<file path="config.mk">
export PLATFORM = sky130hd
export DESIGN_NAME = uart_tx_engine
export DESIGN_NICKNAME = d
export VERILOG_FILES = /design/src/rtl/uart_pkg.sv /design/src/rtl/uart_sync_fifo.sv /design/src/rtl/uart_tx_engine.sv
export SDC_FILE = /design/constraint.sdc
export NUM_CORES = 1
export LEC_CHECK = 0
export BUFFER_PORTS_ARGS = -buffer_cell sky130_fd_sc_hd__buf_4
export CORE_AREA = 2 2 88 90
export CTS_CLUSTER_DIAMETER = 50
export DETAILED_ROUTE_END_ITERATION = 7
export DIE_AREA = 0 0 90 92
export PLACE_DENSITY = 0.71
export SYNTH_ARGS = -nofsm -noshare
export SYNTH_HDL_FRONTEND = slang
export SYNTH_SLANG_ARGS = --single-unit
</file>
<file path="constraint.sdc">
create_clock -name clk -period 3.6 [get_ports clk]
set_input_delay 0.54 -clock clk [delete_from_list [all_inputs] [get_ports clk]]
set_output_delay 0.54 -clock clk [all_outputs]
set_load 0.01 [all_outputs]
</file>
<file path="src/rtl/uart_pkg.sv">
// Types and constants shared by the UART TX engine and the RX path.
package uart_pkg;

  typedef enum logic [1:0] {IDLE, START, DATA, STOP} tx_state_e;

  localparam logic UART_IDLE_LVL  = 1'b1;
  localparam logic UART_START_LVL = 1'b0;

  // Frame length in bit periods: start bit, data bits, stop bits.
  function automatic int unsigned uart_frame_len(input int unsigned data_bits,
                                                 input int unsigned stop_bits);
    return 1 + data_bits + stop_bits;
  endfunction

endpackage

</file>
<file path="src/rtl/uart_sync_fifo.sv">
// Synchronous FIFO. Push is registered; the head entry is always visible on pop_data.
// Pushes while full and pops while empty are dropped.
module uart_sync_fifo #(
  parameter int WIDTH = 8,
  parameter int DEPTH = 8
) (
  input  logic                     clk,
  input  logic                     rst,
  input  logic                     push,
  input  logic [WIDTH-1:0]         push_data,
  input  logic                     pop,
  output logic [WIDTH-1:0]         pop_data,
  output logic                     full,
  output logic                     empty,
  output logic [$clog2(DEPTH):0]   level
);

  localparam int AW = $clog2(DEPTH);

  logic [WIDTH-1:0] mem [DEPTH];
  logic [AW-1:0]    wr_ptr;
  logic [AW-1:0]    rd_ptr;
  logic             do_push;
  logic             do_pop;

  assign full     = (level == (AW + 1)'(DEPTH));
  assign empty    = (level == '0);
  assign do_push  = push && !full;
  assign do_pop   = pop && !empty;
  assign pop_data = mem[rd_ptr];

  // DEPTH is a power of two, so the pointers wrap by natural overflow.
  always_ff @(posedge clk or posedge rst) begin
    if (rst) begin
      wr_ptr <= '0;
      rd_ptr <= '0;
      level  <= '0;
    end else begin
      if (do_push) wr_ptr <= wr_ptr + 1'b1;
      if (do_pop)  rd_ptr <= rd_ptr + 1'b1;
      if (do_push && !do_pop)
        level <= level + 1'b1;
      else if (do_pop && !do_push)
        level <= level - 1'b1;
    end
  end

  always_ff @(posedge clk) begin
    if (do_push) mem[wr_ptr] <= push_data;
  end

endmodule

</file>
<file path="src/rtl/uart_tx_engine.sv">
// 8N1-style UART transmitter: bytes queue in a FIFO and are shifted out LSB first on baud_tick.
// Start bit begins on the first tick after a push; in_ready drops only while the FIFO is full.
module uart_tx_engine
  import uart_pkg::*;
#(
  parameter int DATA_BITS  = 8,
  parameter int FIFO_DEPTH = 8,
  parameter int STOP_BITS  = 1
) (
  input  logic                          clk,
  input  logic                          rst,
  input  logic                          baud_tick,
  input  logic [DATA_BITS-1:0]          in_data,
  input  logic                          in_valid,
  output logic                          in_ready,
  output logic                          tx,
  output logic                          tx_en,
  output logic [$clog2(FIFO_DEPTH):0]   fifo_level,
  output logic                          tx_idle
);

  localparam int BCW = $clog2(DATA_BITS);

  tx_state_e            state;
  logic [DATA_BITS-1:0] shift;
  logic [DATA_BITS-1:0] head;
  logic [BCW-1:0]       bit_cnt;
  logic                 stop_cnt;
  logic                 full;
  logic                 empty;
  logic                 push;
  logic                 pop;
  logic                 last_stop;

  assign in_ready  = !full;
  assign push      = in_valid && in_ready;
  assign last_stop = (stop_cnt == 1'(STOP_BITS - 1));

  // The FIFO head is consumed on the tick that launches a start bit.
  always_comb begin
    pop = 1'b0;
    if (baud_tick && !empty && (state == IDLE || (state == STOP && last_stop)))
      pop = 1'b1;
  end

  uart_sync_fifo #(
    .WIDTH (DATA_BITS),
    .DEPTH (FIFO_DEPTH)
  ) u_fifo (
    .clk       (clk),
    .rst       (rst),
    .push      (push),
    .push_data (in_data),
    .pop       (pop),
    .pop_data  (head),
    .full      (full),
    .empty     (empty),
    .level     (fifo_level)
  );

  always_ff @(posedge clk or posedge rst) begin
    if (rst) begin
      state    <= IDLE;
      tx       <= UART_IDLE_LVL;
      tx_en    <= 1'b0;
      tx_idle  <= 1'b1;
      shift    <= '0;
      bit_cnt  <= '0;
      stop_cnt <= 1'b0;
    end else begin
      tx_idle <= empty && (state == IDLE);
      if (baud_tick) begin
        unique case (state)
          IDLE: begin
            if (!empty) begin
              shift <= head;
              tx    <= UART_START_LVL;
              tx_en <= 1'b1;
              state <= START;
            end
          end
          START: begin
            tx      <= shift[0];
            bit_cnt <= '0;
            state   <= DATA;
          end
          DATA: begin
            if (bit_cnt == BCW'(DATA_BITS - 1)) begin
              tx       <= UART_IDLE_LVL;
              stop_cnt <= 1'b0;
              state    <= STOP;
            end else begin
              shift   <= shift >> 1;
              tx      <= shift[1];
              bit_cnt <= bit_cnt + 1'b1;
            end
          end
          STOP: begin
            if (!last_stop) begin
              stop_cnt <= stop_cnt + 1'b1;
            end else if (!empty) begin
              // Next byte follows straight on, no idle bit between frames.
              shift <= head;
              tx    <= UART_START_LVL;
              state <= START;
            end else begin
              tx    <= UART_IDLE_LVL;
              tx_en <= 1'b0;
              state <= IDLE;
            end
          end
          default: state <= IDLE;
        endcase
      end
    end
  end

endmodule

</file>
# Word-level counts from Yosys, hierarchy flattened
# Memories as Yosys holds them, arrays and structs flattened.
# Index checks and enable logic that the tools add are counted.
# W data, S select, Z words.
[word_totals]
reg_bits = 27
ram_bits = 64
inputBits = 12
elab_cells = 83
memories = 1
[op_classes]
add_sub_neg = 6
eq_ne = 10
n_mux = 28
bitwise_logic = 1
n_reduce_logical = 27
[mem_list]
columns = ["name", "words", "word_bits", "rd", "rd_ports_with_merged_regs", "write_ports", "line", "rtl"]
rows = [
  ["u_fifo.mem", 8, 8, 1, 0, 1, "uart_sync_fifo.sv:20", "logic [WIDTH-1:0] mem [DEPTH];"],
]
[op_table]
columns = ["cell", "count"]
rows = [
  ["$mux W8", 3],
  ["$pmux W8 S3", 1],
  ["$mux W1", 13],
  ["$ne A2 B2 Y1 const B", 5],
  ["$add A3 B1 Y3 const B", 3],
  ["$logic_and A1 B1 Y1", 9],
  ["$reduce_and A3 Y1", 3],
  ["$mux W4", 2],
  ["$pmux W2 S4", 1],
  ["$reduce_and A4 Y1", 2],
  ["$reduce_bool A2 Y1", 4],
  ["$mux W2", 3],
  ["$pmux W3 S2", 1],
  ["$reduce_and A5 Y1", 1],
  ["$add A4 B1 Y4 const B", 1],
  ["$eq A2 B2 Y1 const B", 2],
  ["$eq A4 B4 Y1 const B", 1],
  ["$logic_not A1 Y1", 4],
  ["$logic_not A4 Y1", 1],
  ["$pmux W1 S2", 2],
  ["$pmux W1 S4", 1],
  ["$sub A4 B1 Y4 const B", 1],
  ["$eq A3 B3 Y1 const B", 1],
  ["$mux W3", 1],
  ["6 further kinds", 6],
]

# Longest topological paths before layout
[depth]
ltp_word = 9
depth_mapped = 11

# Hierarchy
# From an unflattened synthesis, not the netlist that was laid out.
[unflattened]
cells_unflattened = 235
area_unflattened_um2 = 4071.4
[modules_own_cells]
columns = ["mod", "instances", "cells_per_inst", "area_per_inst_um2", "seq_area_each_um2"]
rows = [
  ["uart_sync_fifo", 1, 158, 3138.0, 2172.1],
  ["uart_tx_engine", 1, 77, 933.4, 402.9],
]

# Least setup slack after synthesis
# OpenSTA, ideal clock, no wires.
[synth_path]
kind = "reg-to-reg"
from = "register state[0]"
to = "register u_fifo.level[3]"
setup_time_ns = 0.126
arrival_ns = 2.748
required_ns = 3.474
slack_ns = 0.726
stages_incl_launch_ff = 12
n_path_buf = 0
synth_period_minus_slack_ns = 2.874
path_cell_list = "dfrtp_1 inv_1 ha_1 nor3_1 inv_1 ha_1 inv_1 ha_1 a21o_1 a2111oi_0 a31oi_1 a221o_1"
[synth_between]
elab_chain_cells = 9
[synth_lines]
columns = ["element", "line", "rtl"]
rows = [
  ["from (decl)", "uart_tx_engine.sv:24", "tx_state_e state;"],
  ["from (signal assigned)", "uart_tx_engine.sv:63", "state <= IDLE;"],
  ["from (signal assigned)", "uart_tx_engine.sv:79", "state <= START;"],
  ["from (signal assigned)", "uart_tx_engine.sv:85", "state <= DATA;"],
  ["$eq A2 B2 Y1", "uart_tx_engine.sv:42", "if (baud_tick && !empty && (state == IDLE || (state == STOP && last_stop)))"],
  ["$logic_and A1 B1 Y1", "uart_tx_engine.sv:42", ""],
  ["$logic_or A1 B1 Y1 *", "uart_tx_engine.sv:42", ""],
  ["$logic_and A1 B1 Y1 *", "uart_tx_engine.sv:42", ""],
  ["$mux W1 *", "uart_tx_engine.sv:42", ""],
  ["$logic_and A1 B1 Y1 *", "uart_sync_fifo.sv:29", "assign do_pop = pop && !empty;"],
  ["$logic_not A1 Y1", "uart_sync_fifo.sv:41", "if (do_push && !do_pop)"],
  ["$logic_and A1 B1 Y1", "uart_sync_fifo.sv:41", ""],
  ["$mux W4 or $reduce_bool A2 Y1 (tied branches)", "--", ""],
  ["to (signal assigned)", "uart_sync_fifo.sv:42", "level <= level + 1'b1;"],
  ["to (signal assigned)", "uart_sync_fifo.sv:44", "level <= level - 1'b1;"],
  ["to (decl)", "uart_sync_fifo.sv:15", "output logic [$clog2(DEPTH):0] level"],
]
# Mark *: on every way between the ends. The rest lies on a longest branch, timed or not.
# A chain may end at the register's enable or synchronous reset.

# Worst setup path in the final report
# Same ends and word-level chain as after synthesis.

==> reports/qor.txt <==
Post-Syn Instances = 235
Clk Latency, worst-skew pair = 0.36 ns
Yosys cell types = 37
Clock sink total = 90
VDD IR-drop max = 477 µV
Async set-or-reset flop fraction in the synthesized netlist = 28.9%
Grt total ovfl = 0
Pwr/cell area = 799 mW/mm²
Post-synthesis register bit count = 90
Most common cell after layout, fill and taps aside = edfxtp_1
Max frequency = 307 MHz
Worst Path Buf+Inv = 3
Syn Nets = 261
DRC errors left = 0
First-pass GRT wire length = 10,900 µm
Relative slew margins = 34.5%
Slowest-stage cell, CP = a2111oi_0
Unrepaired setup endpoints after global routing = no
# resized after CTS = 0
HPWL Detailed = 4460 µm
H-tree depth = 3
Most frequent cells in the layout = edfxtp_1, dfrtp_1, buf_4, nand2_1, ha_1
Fin crit period = 3.26 ns
Total of warnings raised by yosys = 0
Vias per cell = 5.54
I/O pin total = 20
CTS clk-pin slew, worst paths = 0.09 ns
Die Ht = 92 µm
Number of DRC markers in iteration 0 = 99
Fin cells = 368
Final Setup Violations = 0
Final nets = 287
Synth Flop Type = edfxtp_1
Vias in the first global route = 2,091
Final Slew Violations = 0
Setup CP Type = reg -> reg
Startpoint class of the critical path = flip-flop
Final hold violation count = 0
CP Cell Sequence = inv_1, ha_1, nor3_1, inv_1, ha_1, inv_1, ha_1, a21o_1, a2111oi_0, a31oi_1, a221o_1
Fraction of the yosys area taken by sequential cells = 65.4%
Core Region = 0.00745 mm²
Syn-to-layout area delta = 12.0%
Cts hold-fix bufs = 0
Final worst slack = 0.341 ns
Routed WL = 6750 µm
Layout fillers = 588
Fin crit share = 90.5%
Die width = 90 µm
CTS tree = done
Crit path DAT = 3.51 ns
Status = finished clean
Global placer's final weighted congestion = 0.758
CP peak stage delay = 0.48 ns
Worst Hold Class = in -> async
# Max-Cap Violations = 0
Pre-CTS WS = 0.378 ns
Syn avg cell area = 16.8 µm²
Longest Clk Path Bufs = 2
Number of enable flip-flop cells after synthesis = 64
Root Buffer Master = clkbuf_8
Wire length per cell = 18.3 µm
Input/output buffers = 19
Diodes inserted = 0
Site Rows = 32
All-Layer GR Usage = 17.6%
CP Data Required Time = 3.85 ns
Worst-margin pin slew = 0.982 ns
Post-CTS setup buffers = 0
Leak = 0.00162 µW
Die Footprint = 0.00828 mm²
Final core occ = 59.3%
Cts bufs inserted = 9
Starting Density = 52.9%
Total number of vias = 2,037
Worst clock skew = 0.00527 ns
Max FO, Critical Path = 5
Setup Total Neg Slack = 0 ns
Largest net degree at the start of global routing = 27
CP top delay family = compound AO/OA/AOI/OAI gates
Syn Std Cell Area = 0.00394 mm²
Cell Count Post-Placement = 352
Initial antenna violation count = 0
Routed Antenna Nets = 0
CP endpoint kind = flip-flop
Layout cells sized above 1 = 24.8%
DR pass1 iterations = 4
-- cell usage after synthesis (4+ instances only) --
cell,instances,area (µm²)
edfxtp_1,64,1920
dfrtp_1,24,601
nand2_1,19,71.3
ha_1,13,163
mux2_2,12,135
inv_1,9,33.8
mux4_1,9,236
mux2i_1,8,80.1
mux4_2,7,158
nor3_1,7,35.0
o21ai_1,7,35.0
nor2_1,6,22.5
o21ai_0,6,30.0
a22o_1,5,43.8
xnor2_1,4,35.0
-- flip-flops by register name, indices dropped and copies added (netlist names) --
name	flops
tx_idle	1
state	2
shift	8
bit_cnt	3
u_fifo.mem	64
u_fifo.rd_ptr	3
tx	1
u_fifo.level	4
tx_en	1
u_fifo.wr_ptr	3
-- through the flow --
stage | hold slack (ns) | cell area (µm²) | total power (µW)
detailed placement | 0.479 | 4190 | 2790
global route | 0.400 | 4410 | 3740
finish | 0.408 | 4410 | 3520
floorplan | 0.447 | 3940 | 2490
global placement | 0.468 | 4190 | 2740
CTS | 0.404 | 4410 | 3550
-- per-layer routing --
layer	part of all wire, %	wire length [µm]	vias up	track usage [%]
met5	0	0	-	0
met4	1.3	87	0	5.77
met2	50	3400	38	29.3
met3	3.0	202	10	4.35
li1	-	-	965	-
met1	45	3050	1024	22.9
-- cells by family after synthesis --
logic type	Yosys count	synth area share (%)
compound gates	32	5.88
xor+xnor	6	1.33
fa+ha+maj	14	4.64
buf+inv	18	2.80
flops	90	65.4
mux	36	15.5
simple gates	39	4.51
-- layout make-up --
class	instances	area, µm²	share of cell area, %
Inverter	9	33.8	0.766
Tap cell	102	128	2.89
Clock buffer	9	124	2.81
Multi-Input combinational cell	127	1270	28.8
Clock inverter	7	103	2.32
Timing Repair Buffer	24	180	4.08
Sequential cell	90	2570	58.3
-- final timing paths --
path                       cells after the start  slack [ns]  startpoint               end
setup / recovery                              11        0.34    state[0]   u_fifo.level[3]
hold / removal                                 2        0.41         rst          state[0]
setup reg to reg                              11        0.34    state[0]   u_fifo.level[3]
hold reg to reg                                2        0.49    shift[6]          shift[6]
max in group asynchronous                      2        2.59         rst          shift[4]
min in group clk                               1        0.41  in_data[1]  u_fifo.mem[3][1]
-- worst register-to-register path: cells and delay by family, from the launching register on --
family	cells	cell delay [ns]
buffers and inverters	3	0.37
DFF	1	0.41
adders and majority gates	3	0.82
AOI/OAI and AO/OA	4	1.09
and+or+nand+nor	1	0.47
-- power by group --
part | leakage, µW | internal (µW) | switching (µW)
sequential | 0.000892 | 1360 | 258
combinational | 0.000628 | 609 | 533
clock | 0.000104 | 396 | 372
total | 0.00162 | 2360 | 1160
Power figures use the tool's default switching activity.
